<file path="src/rtl/regfile_writeback_if.sv">
// Result-stream and register-file write-port bundle for regfile_writeback.
// The slave modport is the arbiter; the master modport is its environment.
interface regfile_writeback_if;
  logic        alu_valid;
  logic [3:0]  alu_index;
  logic [18:0] alu_data;
  logic        alu_ready;
  logic        ld_valid;
  logic [3:0]  ld_index;
  logic [18:0] ld_data;
  logic        ld_ready;
  logic        we;
  logic [3:0]  write_index;
  logic [18:0] write_data;
  logic [15:0] pend_mask;

  modport master (
    output alu_valid, alu_index, alu_data,
    output ld_valid, ld_index, ld_data,
    input  alu_ready, ld_ready,
    input  we, write_index, write_data, pend_mask
  );

  modport slave (
    input  alu_valid, alu_index, alu_data,
    input  ld_valid, ld_index, ld_data,
    output alu_ready, ld_ready,
    output we, write_index, write_data, pend_mask
  );
endinterface

</file>
<file path="src/rtl/regfile_writeback.sv">
// Write-back arbiter merging ALU results and buffered load returns onto the
// single register-file write port, squashing loads overtaken by ALU writes.
module regfile_writeback #(
  parameter int DEPTH        = 2,
  parameter int STARVE_LIMIT = 3
) (
  input logic                clk,
  input logic                rst_n,
  regfile_writeback_if.slave rf_if
);
  localparam int PW = (DEPTH > 1) ? $clog2(DEPTH) : 1;
  localparam int CW = $clog2(DEPTH + 1);
  localparam int SW = (STARVE_LIMIT > 0) ? $clog2(STARVE_LIMIT + 1) : 1;
  localparam logic [CW-1:0] DEPTH_C  = CW'(DEPTH);
  localparam logic [SW-1:0] LIMIT_C  = SW'(STARVE_LIMIT);
  localparam logic [PW-1:0] LAST_PTR = PW'(DEPTH - 1);

  logic [3:0]       idx_q  [DEPTH];
  logic [18:0]      data_q [DEPTH];
  logic [DEPTH-1:0] live_q, live_d;
  logic [PW-1:0]    rd_ptr_q, rd_ptr_d;
  logic [PW-1:0]    wr_ptr_q, wr_ptr_d;
  logic [CW-1:0]    count_q, count_d;
  logic [SW-1:0]    starve_q, starve_d;
  logic             ready_en_q;
  logic             we_q, we_d;
  logic [3:0]       widx_q, widx_d;
  logic [18:0]      wdata_q, wdata_d;

  logic             head_present;
  logic             head_live;
  logic             head_dead;
  logic [3:0]       head_idx;
  logic [18:0]      head_data;
  logic             starve_hit;
  logic             alu_write;
  logic             push;
  logic             push_live;
  logic             pop;
  logic [15:0]      entry_mask [DEPTH];
  logic [15:0]      pend_mask;

  function automatic logic [PW-1:0] ptr_inc(input logic [PW-1:0] p);
    return (p == LAST_PTR) ? '0 : p + 1'b1;
  endfunction

  assign head_present = (count_q != '0);
  assign head_live    = head_present & live_q[rd_ptr_q];
  assign head_dead    = head_present & ~live_q[rd_ptr_q];
  assign head_idx     = idx_q[rd_ptr_q];
  assign head_data    = data_q[rd_ptr_q];
  assign starve_hit   = head_live & (starve_q == LIMIT_C);

  // Both ready outputs stay low until the first edge after reset release.
  assign rf_if.alu_ready = ready_en_q & ~starve_hit;
  assign rf_if.ld_ready  = ready_en_q & (count_q < DEPTH_C);

  assign alu_write = rf_if.alu_ready & rf_if.alu_valid & (rf_if.alu_index != 4'd0);
  assign push      = rf_if.ld_valid & rf_if.ld_ready & (rf_if.ld_index != 4'd0);
  // A load arriving alongside an ALU write to the same register is the older one.
  assign push_live = ~(alu_write & (rf_if.alu_index == rf_if.ld_index));

  always_comb begin
    we_d     = 1'b0;
    widx_d   = widx_q;
    wdata_d  = wdata_q;
    pop      = head_dead;
    starve_d = starve_q;
    if (starve_hit) begin
      we_d    = 1'b1;
      widx_d  = head_idx;
      wdata_d = head_data;
      pop     = 1'b1;
    end else if (alu_write) begin
      we_d    = 1'b1;
      widx_d  = rf_if.alu_index;
      wdata_d = rf_if.alu_data;
    end else if (head_live) begin
      we_d    = 1'b1;
      widx_d  = head_idx;
      wdata_d = head_data;
      pop     = 1'b1;
    end
    if (pop || !head_live) begin
      starve_d = '0;
    end else if (alu_write && (starve_q != LIMIT_C)) begin
      starve_d = starve_q + 1'b1;
    end
  end

  always_comb begin
    live_d   = live_q;
    rd_ptr_d = rd_ptr_q;
    wr_ptr_d = wr_ptr_q;
    count_d  = count_q;
    for (int i = 0; i < DEPTH; i++) begin
      if (alu_write && (idx_q[i] == rf_if.alu_index)) begin
        live_d[i] = 1'b0;
      end
    end
    if (pop) begin
      live_d[rd_ptr_q] = 1'b0;
      rd_ptr_d         = ptr_inc(rd_ptr_q);
    end
    if (push) begin
      live_d[wr_ptr_q] = push_live;
      wr_ptr_d         = ptr_inc(wr_ptr_q);
    end
    if (push && !pop) begin
      count_d = count_q + 1'b1;
    end else if (pop && !push) begin
      count_d = count_q - 1'b1;
    end
  end

  always_ff @(posedge clk or negedge rst_n) begin
    if (!rst_n) begin
      live_q     <= '0;
      rd_ptr_q   <= '0;
      wr_ptr_q   <= '0;
      count_q    <= '0;
      starve_q   <= '0;
      ready_en_q <= 1'b0;
      we_q       <= 1'b0;
      widx_q     <= '0;
      wdata_q    <= '0;
    end else begin
      live_q     <= live_d;
      rd_ptr_q   <= rd_ptr_d;
      wr_ptr_q   <= wr_ptr_d;
      count_q    <= count_d;
      starve_q   <= starve_d;
      ready_en_q <= 1'b1;
      we_q       <= we_d;
      widx_q     <= widx_d;
      wdata_q    <= wdata_d;
    end
  end

  // Payload storage needs no reset: the live bits gate every use of it.
  always_ff @(posedge clk) begin
    if (push) begin
      idx_q[wr_ptr_q]  <= rf_if.ld_index;
      data_q[wr_ptr_q] <= rf_if.ld_data;
    end
  end

  for (genvar gi = 0; gi < DEPTH; gi++) begin : g_entry
    assign entry_mask[gi] = live_q[gi] ? (16'd1 << idx_q[gi]) : 16'd0;
  end

  always_comb begin
    pend_mask = '0;
    for (int i = 0; i < DEPTH; i++) begin
      pend_mask = pend_mask | entry_mask[i];
    end
  end

  assign rf_if.pend_mask   = pend_mask;
  assign rf_if.we          = we_q;
  assign rf_if.write_index = widx_q;
  assign rf_if.write_data  = wdata_q;
endmodule

</file>
<file path="src/flat_wrapper.sv">
// flat-port wrapper written by rule: the top's interface ports become plain ports
module regfile_writeback_flat 
#(
  parameter int DEPTH        = 2,
  parameter int STARVE_LIMIT = 3
)
  (clk, rst_n, rf_if_alu_valid, rf_if_alu_index, rf_if_alu_data, rf_if_ld_valid, rf_if_ld_index, rf_if_ld_data, rf_if_alu_ready, rf_if_ld_ready, rf_if_we, rf_if_write_index, rf_if_write_data, rf_if_pend_mask);
  regfile_writeback_if rf_if_i ();
  input logic clk;
  input logic rst_n;
  input wire logic [$bits(rf_if_i.alu_valid)-1:0] rf_if_alu_valid;
  input wire logic [$bits(rf_if_i.alu_index)-1:0] rf_if_alu_index;
  input wire logic [$bits(rf_if_i.alu_data)-1:0] rf_if_alu_data;
  input wire logic [$bits(rf_if_i.ld_valid)-1:0] rf_if_ld_valid;
  input wire logic [$bits(rf_if_i.ld_index)-1:0] rf_if_ld_index;
  input wire logic [$bits(rf_if_i.ld_data)-1:0] rf_if_ld_data;
  output wire logic [$bits(rf_if_i.alu_ready)-1:0] rf_if_alu_ready;
  output wire logic [$bits(rf_if_i.ld_ready)-1:0] rf_if_ld_ready;
  output wire logic [$bits(rf_if_i.we)-1:0] rf_if_we;
  output wire logic [$bits(rf_if_i.write_index)-1:0] rf_if_write_index;
  output wire logic [$bits(rf_if_i.write_data)-1:0] rf_if_write_data;
  output wire logic [$bits(rf_if_i.pend_mask)-1:0] rf_if_pend_mask;
  assign rf_if_i.alu_valid = rf_if_alu_valid;
  assign rf_if_i.alu_index = rf_if_alu_index;
  assign rf_if_i.alu_data = rf_if_alu_data;
  assign rf_if_i.ld_valid = rf_if_ld_valid;
  assign rf_if_i.ld_index = rf_if_ld_index;
  assign rf_if_i.ld_data = rf_if_ld_data;
  assign rf_if_alu_ready = rf_if_i.alu_ready;
  assign rf_if_ld_ready = rf_if_i.ld_ready;
  assign rf_if_we = rf_if_i.we;
  assign rf_if_write_index = rf_if_i.write_index;
  assign rf_if_write_data = rf_if_i.write_data;
  assign rf_if_pend_mask = rf_if_i.pend_mask;
  regfile_writeback #(.DEPTH(DEPTH), .STARVE_LIMIT(STARVE_LIMIT)) u_core (.clk(clk), .rst_n(rst_n), .rf_if(rf_if_i));
endmodule
</file>
<file path="config.mk">
export PLATFORM = sky130hd
export DESIGN_NAME = regfile_writeback_flat
export DESIGN_NICKNAME = d
export VERILOG_FILES = /design/src/rtl/regfile_writeback_if.sv /design/src/rtl/regfile_writeback.sv /design/src/flat_wrapper.sv
export SDC_FILE = /design/constraint.sdc
export NUM_CORES = 1
export LEC_CHECK = 0
export CORE_UTILIZATION = 40
export DETAILED_ROUTE_END_ITERATION = 6
export GPL_ROUTABILITY_DRIVEN = 0
export PLACE_DENSITY = 0.77
export SYNTH_ARGS = -nofsm -noshare
export SYNTH_HDL_FRONTEND = slang
export SYNTH_SLANG_ARGS = --single-unit
</file>
<file path="constraint.sdc">
create_clock -name clk -period 1.82 [get_ports clk]
set_input_delay 0.546 -clock clk [delete_from_list [all_inputs] [get_ports clk]]
set_output_delay 0.546 -clock clk [all_outputs]
set_load 0.005 [all_outputs]
</file>
==> results of run 1 <==
-- power by group through the flow --
stage          logic (mW)  clock network, mW  registers [mW]
2_1_floorplan        1.35                  0            2.62
3_3_place_gp         2.55                  0            2.58
3_5_place_dp         2.63                  0            2.60
4_1_cts              2.77               1.25            2.57
5_1_grt              3.13               1.34            2.62
6_report             2.90               1.22            2.57
-- cells by family (layout without fill, tap and decap cells) --
| family | after synthesis | in the layout |
|---|---|---|
| buffers and inverters | 18 | 172 |
| multiplexers | 48 | 48 |
| adder cells (fa/ha/maj) | 2 | 2 |
| AO/OA/AOI/OAI | 49 | 49 |
| flip-flops | 79 | 79 |
| other | 1 | 3 |
| AND/OR/NAND/NOR | 62 | 62 |
| XOR/XNOR | 16 | 16 |
-- per-layer routing --
layer	routed length [um]	GRT usage
met2	5080	0.361
met4	193	0.0826
met5	0	0
met3	339	0.0388
met1	3960	0.240
-- stage by stage --
stage	cell area (um2)	setup TNS, ns	hold WS [ns]
floorplan	3670	-0.403	0.250
global placement	4940	-34.88	0.426
detailed placement	4940	-36.95	0.441
CTS	5330	-4.13	0.454
global route	5510	-5.63	0.463
finish	5510	-4.65	0.464
-- registers in the layout, indices dropped and copies added (netlist names) --
signal,flops
u_core.live_q,2
u_core.ready_en_q,1
u_core.rf_if.write_data,19
u_core.starve_q,2
u_core.wr_ptr_q,1
u_core.idx_q,8
u_core.rd_ptr_q,1
u_core.rf_if.we,1
u_core.count_q,2
u_core.rf_if.write_index,4
u_core.data_q,38
-- cell type report --
cell class | instances | area [um2]
Clock buffer | 10 | 138
Antenna cell | 2 | 5.00
Tap cell | 108 | 135
Inverter | 4 | 15.0
Timing Repair Buffer | 152 | 1380
Fill cell | 667 | 3260
Multi-Input combinational cell | 178 | 1570
Sequential cell | 79 | 2210
Clock inverter | 6 | 51.3
-- worst min-delay path by stage --
stage,cells past startpoint,end
2_1_floorplan,0,u_core.count_q[0]
3_3_place_gp,1,u_core.starve_q[0]
3_5_place_dp,1,u_core.starve_q[0]
4_1_cts,1,u_core.starve_q[0]
5_1_grt,1,u_core.starve_q[0]
6_report,1,u_core.starve_q[0]
-- placed cells by master (no fill, tap or decap), drive strengths merged, types with 3 or more instances in the layout --
cell type	instances
buf	77
clkbuf	11
clkdlybuf4s15	3
clkdlybuf4s50	57
clkinv	3
dfrtp	33
dlygate4sd2	6
dlymetal6s2s	8
edfxtp	46
inv	6
mux2	23
mux2i	25
nand2	27
nand2b	4
nand3	3
nand3b	4
nor2	6
nor4	3
o21ai	24
o22ai	19
xnor2	5
xor2	11
-- what timing repair did --
item                                   CTS  global route
setup buffers                           16             6
gates resized for setup                106            38
pin swaps                               18            13
setup endpoints to repair               52            29
endpoints found under the hold margin    0             0
-- worst max-delay path, stage by stage (launching register included) --
cell	delay, ns
sky130_fd_sc_hd__edfxtp_1	0.41
sky130_fd_sc_hd__buf_4	0.15
sky130_fd_sc_hd__or3b_4	0.43
sky130_fd_sc_hd__o22ai_2	0.17
sky130_fd_sc_hd__buf_2	0.14
==> metrics.json, run 1 <==
{
  "yosys": {
    "synth_area_leader_cell": "sky130_fd_sc_hd__edfxtp_1",
    "netlist_area_um2": 3630,
    "ys_ff_latch": 79,
    "cell_with_the_most_instances_after_synthesis": "sky130_fd_sc_hd__edfxtp_1",
    "synth-main-ff-cell": "sky130_fd_sc_hd__edfxtp_1",
    "simple_gate_share_of_the_synthesized_area": 0.0916,
    "yosysWarningCount": 0,
    "synth-edff-count": 46,
    "synth_compound_gate_area_share": 0.0826,
    "async_reset_ff_frac": 0.418,
    "postSynthAreaPerCell_um2": 13.2,
    "post_synth_main_area_contributors": "sky130_fd_sc_hd__edfxtp_1, sky130_fd_sc_hd__dfrtp_1, sky130_fd_sc_hd__mux2_2",
    "synth_top_family_by_area": "multiplexers",
    "yosys-mux-area-fraction": 0.141,
    "synth_adder_area_share": 0.00689,
    "synth_cell_types": 42,
    "yosys.area_share.xor_xnor": 0.0386,
    "yosys-top-cells-count": "sky130_fd_sc_hd__edfxtp_1, sky130_fd_sc_hd__dfrtp_1, sky130_fd_sc_hd__nand2_1",
    "synthesis.instances": 275,
    "synthesis.nets": 327,
    "synth_top_area_share": 0.380,
    "synth_seq_area_share": 0.607
  },
  "min_path": {
    "hold_path.startpoint": "u_core.starve_q[0]",
    "path_category_of_the_worst_min_delay_check": "register to register"
  },
  "worst_setup_path": {
    "critPathLaunchType": "register",
    "critical_path.startpoint": "u_core.idx_q[0][1]",
    "timing.critical_path.arrival_ns": 1.65,
    "worst-path-max-fanout": 4,
    "r2r_end": "u_core.rf_if.write_data[2]",
    "worst_setup_path_endpoint": "rf_if_pend_mask[4]",
    "critical_path_class": "register to output port",
    "cp.required_ns": 1.27,
    "critical_path.reg2reg.startpoint": "u_core.rd_ptr_q",
    "cp-end-kind": "output port",
    "r2r_cells": 6,
    "rrSetupSlack_ns": 0.07
  },
  "pwr": {
    "power.share.combinational": 0.433,
    "worst_ir_drop_vdd_mv": 0.641,
    "switching_share": 0.326,
    "power.net_switching_mw": 2.18,
    "leakagePower_nw": 2.22,
    "power_total_mw": 6.69,
    "power.share.sequential": 0.384,
    "pwr-share-clk": 0.183,
    "power.density_cell_area_nw_per_um2": 1210,
    "internal_power_mw": 4.51
  },
  "final_layout": {
    "final_layout_size_suffix_gt1_frac": 0.373,
    "finalNetCount": 476,
    "utilization_after_layout": 0.628,
    "syn2layout_area_growth_pct": 51.6,
    "final_standard_cell_count_with_taps_included_and_fillers_excluded": 539
  },
  "timing": {
    "post-route-worst-setup-slack_ns": -0.380,
    "final_report_hold_violation_count": 0,
    "clock.fmax_mhz": 455,
    "timing_max_transition_violations_final": 0,
    "fin_crit_sh": 1.21,
    "setup_repair_after_global_routing_missed_its_margin": "true",
    "setup_viol_count_final": 18,
    "timing.final.crit_period_ns": 2.20,
    "fin_skew_ns": 0.00949
  },
  "cts": {
    "cts_tree": "yes",
    "cts_max_level": 3,
    "cts_hold_repair.buffers": 0,
    "tritoncts_num_sinks": 79,
    "worst_setup_hold_path_clk_slew_ns": 0.08,
    "cts-buffers-inserted": 9,
    "clockRootBuffer": "sky130_fd_sc_hd__clkbuf_8",
    "cts_max_path_buffers": 2,
    "worst_skew_pair.late_latency_ns": 0.36
  },
  "grt": {
    "first_global_vias": 2964,
    "grt.total_usage": 0.203,
    "antenna_found_initial": 2,
    "grt_first_pass_wirelength_um": 14900,
    "grt_start_max_net_pins": 47,
    "grt-ovfl-total": 0
  },
  "floorplanning": {
    "die_area_um2": 9470,
    "fp.coreArea_um2": 8760,
    "initial_utilization": 0.415,
    "io_pins": 92,
    "fp-row-count": 34,
    "chipWidth_um": 97.3,
    "die_h_um": 97.3
  },
  "placed_design": {
    "placed_cells": 500,
    "dp_hpwl_um": 6070,
    "dp_worst_setup_slack_ns": -0.646,
    "numPortBuffers": 91
  },
  "detailed_routing": {
    "via_count": 2799,
    "detail_route.wirelength_um": 9560,
    "drc_errors": 0,
    "detailedRoute.firstIterationViolations": 102,
    "antenna_violating_nets_post_route": 0,
    "routed_via_density": 5.19,
    "routed_wire_length_per_instance_um": 17.7,
    "firstDrtPassIters": 4
  },
  "flow_run": {
    "max-cap-violations": 0
  },
  "run_status": {
    "run_status": "finished with violations",
    "failed_checks": "negative setup slack"
  }
}
Power figures use the tool's default switching activity.
==> inputs of run 2 (changes only) <==
--- a/config.mk
+++ b/config.mk
@@ -6,6 +6,7 @@
 export NUM_CORES = 1
 export LEC_CHECK = 0
 export CORE_UTILIZATION = 40
+export CTS_CLUSTER_DIAMETER = 150
 export DETAILED_ROUTE_END_ITERATION = 6
 export GPL_ROUTABILITY_DRIVEN = 0
 export PLACE_DENSITY = 0.77
==> results of run 2 <==
The final DEF is identical to that of run 1; final timing and power are the same.
